`src/rtl/if_fetch_stage_if.sv`:
```
// Instruction-memory request/response bus between the fetch stage and imem.
//   req    : fetch request valid (held until gnt)
//   addr   : fetch byte address
//   gnt    : memory accepts the request this cycle
//   rvalid : read data valid (one response per granted request)
//   rdata  : read data
// master = fetch stage, slave = instruction memory.
interface if_fetch_stage_if;
    logic        req;
    logic [7:0]  addr;
    logic        gnt;
    logic        rvalid;
    logic [31:0] rdata;

    modport master (
        output req,
        output addr,
        input  gnt,
        input  rvalid,
        input  rdata
    );

    modport slave (
        input  req,
        input  addr,
        output gnt,
        output rvalid,
        output rdata
    );
endinterface

```
`src/rtl/if_fetch_stage.sv`:
```
// RV32I instruction-fetch stage. Owns the fetch PC, issues one imem request
// at a time and buffers the returned word in a one-entry output register
// that feeds the IF/ID pipeline register.
//   clk, rst_n  : clock (rising edge), async active-low reset
//   stallF      : hazard hold, buffered word is not consumed
//   redirectE   : EX-stage taken branch/jump pulse, PC_targetE is the target
//   imem        : request/response bus to instruction memory (master side)
//   insF        : fetched instruction (NOP when nothing buffered)
//   PC_currentF : address of insF, PC_nextF = PC_currentF + 4
//   validF      : insF/PC fields hold a real fetched instruction
//
// state | meaning
// IDLE  | no request outstanding; waits for a free buffer slot
// REQ   | request presented on imem, held until gnt
// WAIT  | granted, waiting for rvalid
module if_fetch_stage #(
    parameter logic [7:0]  RESET_PC = 8'h00,
    parameter logic [31:0] NOP_INS  = 32'h0000_0013
) (
    input  logic              clk,
    input  logic              rst_n,
    input  logic              stallF,
    input  logic              redirectE,
    input  logic [7:0]        PC_targetE,
    if_fetch_stage_if.master  imem,
    output logic [31:0]       insF,
    output logic [7:0]        PC_currentF,
    output logic [7:0]        PC_nextF,
    output logic              validF
);

    typedef enum logic [1:0] {
        IDLE = 2'd0,
        REQ  = 2'd1,
        WAIT = 2'd2
    } state_t;

    state_t      state_q, state_d;
    logic [7:0]  pc_q, pc_d;
    logic [7:0]  req_addr_q, req_addr_d;
    logic [31:0] ins_q, ins_d;
    logic [7:0]  pcc_q, pcc_d;
    logic        valid_q, valid_d;
    logic        drop_q, drop_d;
    logic        consume;

    always_ff @(posedge clk or negedge rst_n) begin
        if (!rst_n) begin
            state_q    <= IDLE;
            pc_q       <= RESET_PC;
            req_addr_q <= 8'h00;
            ins_q      <= 32'h0000_0000;
            pcc_q      <= 8'h00;
            valid_q    <= 1'b0;
            drop_q     <= 1'b0;
        end else begin
            state_q    <= state_d;
            pc_q       <= pc_d;
            req_addr_q <= req_addr_d;
            ins_q      <= ins_d;
            pcc_q      <= pcc_d;
            valid_q    <= valid_d;
            drop_q     <= drop_d;
        end
    end

    assign consume = valid_q & ~stallF;

    always_comb begin
        state_d    = state_q;
        pc_d       = pc_q;
        req_addr_d = req_addr_q;
        ins_d      = ins_q;
        pcc_d      = pcc_q;
        valid_d    = valid_q & ~consume;
        drop_d     = drop_q;

        case (state_q)
            IDLE: begin
                // A request is only launched once the buffer slot is free
                // (empty, or being consumed at this edge), so a response
                // always lands in an empty buffer.
                if (!redirectE && (!valid_q || !stallF)) begin
                    state_d    = REQ;
                    req_addr_d = pc_q;
                    pc_d       = pc_q + 8'd4;
                end
            end
            REQ: begin
                // The request is never withdrawn; a redirect only marks the
                // eventual response as stale.
                if (imem.gnt) begin
                    state_d = WAIT;
                end
                if (redirectE) begin
                    drop_d = 1'b1;
                end
            end
            WAIT: begin
                if (imem.rvalid) begin
                    state_d = IDLE;
                    if (redirectE || drop_q) begin
                        drop_d = 1'b0;
                    end else begin
                        ins_d   = imem.rdata;
                        pcc_d   = req_addr_q;
                        valid_d = 1'b1;
                    end
                end else if (redirectE) begin
                    drop_d = 1'b1;
                end
            end
            default: begin
                state_d = IDLE;
            end
        endcase

        // Redirect beats both stall and consume: the buffered word belongs
        // to the wrong path and the fetch pointer jumps to the target.
        if (redirectE) begin
            pc_d    = PC_targetE;
            valid_d = 1'b0;
        end
    end

    assign imem.req  = (state_q == REQ);
    assign imem.addr = req_addr_q;

    assign validF      = valid_q;
    assign insF        = valid_q ? ins_q : NOP_INS;
    assign PC_currentF = valid_q ? pcc_q : 8'h00;
    assign PC_nextF    = valid_q ? (pcc_q + 8'd4) : 8'h00;

endmodule
```
`src/flat_wrapper.sv`:
```
// flat-port wrapper written by rule: the top's interface ports become plain ports
module if_fetch_stage_flat 
#(
    parameter logic [7:0]  RESET_PC = 8'h00,
    parameter logic [31:0] NOP_INS  = 32'h0000_0013
)
  (clk, rst_n, stallF, redirectE, PC_targetE, insF, PC_currentF, PC_nextF, validF, imem_req, imem_addr, imem_gnt, imem_rvalid, imem_rdata);
  if_fetch_stage_if imem_i ();
  input  logic clk;
  input  logic rst_n;
  input  logic stallF;
  input  logic redirectE;
  input  logic [7:0] PC_targetE;
  output logic [31:0] insF;
  output logic [7:0] PC_currentF;
  output logic [7:0] PC_nextF;
  output logic validF;
  output wire logic [$bits(imem_i.req)-1:0] imem_req;
  output wire logic [$bits(imem_i.addr)-1:0] imem_addr;
  input wire logic [$bits(imem_i.gnt)-1:0] imem_gnt;
  input wire logic [$bits(imem_i.rvalid)-1:0] imem_rvalid;
  input wire logic [$bits(imem_i.rdata)-1:0] imem_rdata;
  assign imem_req = imem_i.req;
  assign imem_addr = imem_i.addr;
  assign imem_i.gnt = imem_gnt;
  assign imem_i.rvalid = imem_rvalid;
  assign imem_i.rdata = imem_rdata;
  if_fetch_stage #(.RESET_PC(RESET_PC), .NOP_INS(NOP_INS)) u_core (.clk(clk), .rst_n(rst_n), .stallF(stallF), .redirectE(redirectE), .PC_targetE(PC_targetE), .imem(imem_i), .insF(insF), .PC_currentF(PC_currentF), .PC_nextF(PC_nextF), .validF(validF));
endmodule
```
`config.mk`:
```
export PLATFORM = sky130hd
export DESIGN_NAME = if_fetch_stage_flat
export DESIGN_NICKNAME = d
export VERILOG_FILES = /design/src/rtl/if_fetch_stage_if.sv /design/src/rtl/if_fetch_stage.sv /design/src/flat_wrapper.sv
export SDC_FILE = /design/constraint.sdc
export NUM_CORES = 1
export LEC_CHECK = 0
export CORE_MARGIN = 2
export CORE_UTILIZATION = 55
export CTS_CLUSTER_DIAMETER = 100
export DETAILED_ROUTE_END_ITERATION = 16
export DONT_BUFFER_PORTS = 1
export PLACE_DENSITY = 0.75
export SLEW_MARGIN = 20
export SYNTH_ARGS = -nofsm -noshare
export SYNTH_HDL_FRONTEND = slang
export SYNTH_SLANG_ARGS = --single-unit
```
`constraint.sdc`:
```
create_clock -name clk -period 3.8 [get_ports clk]
set_clock_uncertainty 0.15 [all_clocks]
set_input_delay 1.14 -clock clk [delete_from_list [all_inputs] [get_ports clk]]
set_output_delay 1.14 -clock clk [all_outputs]
set_load 0.01 [all_outputs]
```
==> reports/results.tsv, run 1 <==
metric	value	unit
status	completed	
finalSetupViolCount	0	
syn_nets	281	
grt_usage	18.3	%
hold_path.class	reg -> reg	
synth-edff-count	0	
fmax	329	MHz
placed_cells	288	
cts_tree	done	
leakage	1.43	nW
maxCapViolCount	0	
endpoint_kind	output pin	
synthesis.area	2870	um^2
n_antenna_cell	0	
ys_seq_area_share	52.4	%
dieHeight	76.2	um
area_growth	6.89	%
grt-ovfl-total	0	
relSlewSlack	42.1	%
powerDensity	667	nW/um^2
maxSlewViolCount	0	
cts.path.max_buffers	2	
period_minus_slack	3040	ps
cts_root_buffer	clkbuf_8	
vias	1682	
postCtsHoldBufs	0	
hold_violations	0	
tns	0	ps
gp_congestion	0.742	
worstSetupPathType	reg -> out	
post_cts_buffers	0	
antenna_found_initial	0	
grt_pass1_vias	1693	
core	5070	um^2
yosys_register_bits	60	
syn_avg_cell_area	12.5	um^2
yosysWarnings	0	
worst_pin_slew	868	ps
rows	26	
worstPathArrival	1750	ps
cts-resized-gates	0	
dieArea	5810	um^2
wl_per_cell	16.0	um
routed_wirelength	4860	um
syn_inst	229	
cp-start-kind	register	
firstDrtPassIters	4	
drc	0	
hpwl	3390	um
rsz0062_at_grt	false	
fin_crit_sh	79.9	%
worstPathRequired	2510	ps
top_layer	met4	
dr.first_iter.drc_count	65	
grt_pass1_wl	8340	um
viasPerCell	5.55	
start_util	56.5	%
power	0.00204	W
critPathMaxFanout	32	
antenna_left	0	
ys.flop_type	dfrtp_1	
io_buffers	0	
drive_gt1_share	24.9	%
clk_latency	320	ps
cts_sinks	60	
met2WireLength	2280	um
ioPinCount	104	
drt-met1-wl	2150	um
htree_levels	3	
layout.nets	281	
ir_drop	0.000370	V
grt_max_degree	61	
synthArstFlopShare	100	%
cts.clk_slew.worst_paths	60	ps
dieWidth	76.2	um
wl_met3	377	um
numCtsBuffers	9	
synth_cell_type_count	37	
finalNonFillerCells	303	
final cells by class:
class | count | area, um^2
clock buffers | 13 | 149
clock inverters | 2 | 35.0
fillers | 431 | 2010
inverters | 4 | 15.0
multi-input cells | 152 | 1260
flip-flops and latches | 60 | 1500
well taps | 70 | 87.6
repair buffers | 2 | 15.0
power by group:
group / total [W] / switching [W] / leakage [nW] / internal (W)
Sequential: 0.00108 / 0.000190 / 0.774 / 0.000888
Clock: 0.000538 / 0.000221 / 0.0935 / 0.000317
Combinational: 0.000428 / 0.000168 / 0.565 / 0.000260
Total: 0.00204 / 0.000579 / 1.43 / 0.00147
sequential cells by signal, indices dropped and copies added (netlist names):
name,count
u_core.pc_q,8
u_core.drop_q,1
u_core.pcc_q,8
u_core.ins_q,32
u_core.validF,1
u_core.imem.addr,8
u_core.state_q,2
cells by family after synthesis:
| family | Yosys count | share of synthesized area, % |
|---|---|---|
| multiplexers | 53 | 20.8 |
| AND/OR/NAND/NOR | 73 | 15.7 |
| AO/OA/AOI/OAI | 16 | 3.71 |
| adder cells (fa/ha/maj) | 6 | 2.62 |
| buffers and inverters | 17 | 3.62 |
| flip-flops | 60 | 52.4 |
| XOR/XNOR | 4 | 1.22 |
worst max-delay path, cell delays in order (launching register included):
cell and delay [ps]:
dfrtp_1 910, buf_4 320, and2_1 200
Yosys cell counts (3+ instances only):
library cell  number  share of area, %
inv_1              4              0.52
and2_1            41               8.9
xnor2_1            3              0.92
nand3_1            6               1.0
nand2_1            8               1.0
o21ai_0            3              0.52
nor2b_1            3              0.65
nand2b_1           5               1.1
mux2_2            41                16
mux2_1            11               4.3
clkbuf_1           5              0.65
ha_1               6               2.6
dfrtp_1           60                52
buf_6              4               1.6
final timing paths:
check | from | endpoint | slack [ps] | cells after the start
max reg2reg | u_core.state_q[0] | u_core.ins_q[18] | 1730 | 6
max | u_core.validF | insF[20] | 760 | 2
min reg2reg | u_core.pcc_q[0] | u_core.pcc_q[0] | 330 | 1
min | u_core.pcc_q[0] | u_core.pcc_q[0] | 330 | 1
max in group asynchronous | rst_n | u_core.pc_q[3] | 3040 | 0
min in group asynchronous | rst_n | u_core.state_q[0] | 350 | 0
layer usage:
metal	vias to the layer above	GRT usage (%)
met4	0	8.36
met5	-	0
met2	75	27.7
met3	7	6.75
li1	787	-
met1	813	23.5
layout by cell type, fill, tap and decap left out, types with 2 or more instances in the layout:
master | netlist | layout
nor2b_1 | 3 | 3
inv_1 | 4 | 4
o21ai_1 | 2 | 2
clkbuf_1 | 5 | 3
mux2_1 | 11 | 11
nand2b_1 | 5 | 5
clkbuf_8 | 0 | 10
ha_1 | 6 | 6
and2_1 | 41 | 41
a21oi_1 | 2 | 2
o21ai_0 | 3 | 3
mux2_2 | 41 | 41
buf_4 | 2 | 2
nand3_1 | 6 | 6
dfrtp_1 | 60 | 60
nand2_1 | 8 | 8
xnor2_1 | 3 | 3
or4_1 | 2 | 2
a31oi_1 | 2 | 2
stage by stage:
step	setup slack, ps	cell area, um^2	utilization [%]	hold slack [ps]
after floorplan	1260	2870	-	300
after global placement	1120	2880	56.8	310
after detailed placement	1080	2880	56.8	317
after CTS	728	3070	60.4	332
after global routing	604	3070	60.4	327
final	762	3070	60.4	328
No activity file was read; power rests on OpenSTA's default activity.
==> run 2, diff against run 1 <==
PLACE_DENSITY = 0.78   (was 0.75)
clock period = 2.5 ns   (was 3.8 ns; I/O delays follow)
==> run 2 against run 1 <==
  * Clock power increased by 60%
  * Non-clock buffer count increased by 5
  * Register-to-register slack got worse by 1200 ps
  * Critical endpoint is now PC_nextF[6]
  * Core utilization increased by 1.6 points
  * Clock-buffer cell count decreased by 2
  * Largest power group unchanged
==> reports/results.tsv, run 2 (same netlist as run 1, synthesis figures left out) <==
metric	value	unit
swShare	28.9	%
power.switching	0.000922	W
tns	0	ps
dp_slack	360	ps
hold_slack	138	ps
critPathMaxFanout	3	
finalSetupViolCount	0	
powerDensity	1010	nW/um^2
sequentialPowerShare	51.2	%
cts.clk_slew.worst_paths	60	ps
grt_max_degree	61	
ioPinCount	104	
drive_gt1_share	29.0	%
finalNonFillerCells	308	
routed_wirelength	5050	um
regMostFlops	u_core.ins_q	
cts_tree	done	
area_growth	9.77	%
slowest_delay	400	ps
antenna_found_initial	0	
n_antenna_cell	0	
start_util	56.5	%
endpoint_kind	output pin	
rsz0062_at_grt	false	
worstPathArrival	1510	ps
relSlewSlack	65.7	%
io_buffers	0	
wl_met3	366	um
met2WireLength	2410	um
crit_chain	buf_4 -> ha_1 -> nand3_1 -> xnor2_1 -> and2_4	
worst_pin_slew	513	ps
maxCapViolCount	0	
fmax	415	MHz
wl_per_cell	16.4	um
crit_path_top_delay_cell	dfrtp_1	
final_cell_mix	59 x dfrtp_1, 41 x mux2_2, 40 x and2_1	
hold_path.class	in -> async	
drt-met1-wl	2250	um
final_common_cell	dfrtp_1	
clkPwrFrac	27.0	%
cts_sinks	60	
htree_levels	3	
firstDrtPassIters	4	
viasPerCell	5.56	
dieArea	5810	um^2
placed_cells	291	
power_frac_comb	21.7	%
p_int	0.00227	W
numCtsBuffers	9	
largest_reg_flops	32	
gp_congestion	0.750	
worstSetupPathType	reg -> out	
status	completed	
hold_violations	0	
leakage	1.48	nW
dr.first_iter.drc_count	78	
clk_latency	320	ps
layout.nets	286	
period_minus_slack	2410	ps
fin_crit_sh	96.4	%
grt_usage	17.9	%
maxSlewViolCount	0	
cts_root_buffer	clkbuf_8	
cp-start-kind	register	
vias	1712	
top_layer	met4	
rows	26	
worstPathRequired	1600	ps
antenna_left	0	
core	5070	um^2
grt-ovfl-total	0	
dieHeight	76.2	um
power	0.00319	W
grt_pass1_wl	8260	um
dieWidth	76.2	um
grt_pass1_vias	1734	
cts.path.max_buffers	2	
drc	0	
hpwl	3600	um
setup_ws	90.8	ps
ir_drop	0.000576	V
run 2: routing by layer:
metal,global-route usage [%],vias to the layer above
li1,-,790
met1,21.4,842
met2,29.6,75
met3,6.16,5
met4,7.09,0
met5,0,-
run 2: power groups by stage:
stage | logic [W] | registers, W | clock network [W]
final | 0.000693 | 0.00163 | 0.000862
after global routing | 0.000778 | 0.00169 | 0.000933
after CTS | 0.000692 | 0.00163 | 0.000885
after detailed placement | 0.000663 | 0.00165 | 0
after global placement | 0.000639 | 0.00163 | 0
after floorplan | 0.000582 | 0.00156 | 0
run 2: through the flow:
stage,instance area (um^2),utilization [%]
floorplan,2870,-
global placement,2900,57.2
detailed placement,2900,57.2
CTS,3130,61.7
global route,3150,62.0
finish,3150,62.0
run 2: cell type report:
class,count,area (um^2)
Clock buffer,11,151
Sequential cell,60,1500
Clock inverter,4,48.8
Fill cell,394,1930
Tap cell,70,87.6
Timing Repair Buffer,7,72.6
Inverter,4,15.0
Multi-Input combinational cell,152,1270
run 2: worst max-delay path: cells and delay by family, from the launching register on:
family                   cells  cell delay (ps)
XOR/XNOR                     1              130
adder cells (fa/ha/maj)      1              210
buffers and inverters        1              150
flip-flops                   1              400
AND/OR/NAND/NOR              2              290
run 2: timing repair:
item	4_1_cts	5_1_grt
hold buffers	1	0
gates resized for setup	0	3
endpoints found under the setup margin	0	1
hold endpoints to repair	60	0
buffers inserted	0	1
run 2: worst paths after layout:
kind / startpoint / to / slack [ps] / cells after the start
min reg2reg: u_core.pcc_q[0] / u_core.pcc_q[0] / 330 / 1
min in group clk: u_core.pcc_q[0] / u_core.pcc_q[0] / 330 / 1
min: rst_n / u_core.ins_q[12] / 140 / 1
max: u_core.pcc_q[2] / PC_nextF[6] / 90 / 5
max in group asynchronous: rst_n / u_core.pcc_q[4] / 1800 / 1
max reg2reg: u_core.state_q[0] / u_core.ins_q[11] / 550 / 6
==> run 3, diff against run 2 <==
GPL_ROUTABILITY_DRIVEN = 0   (was not set)
==> results of run 3 <==
Final layout, timing and power as in run 2 (identical DEF).
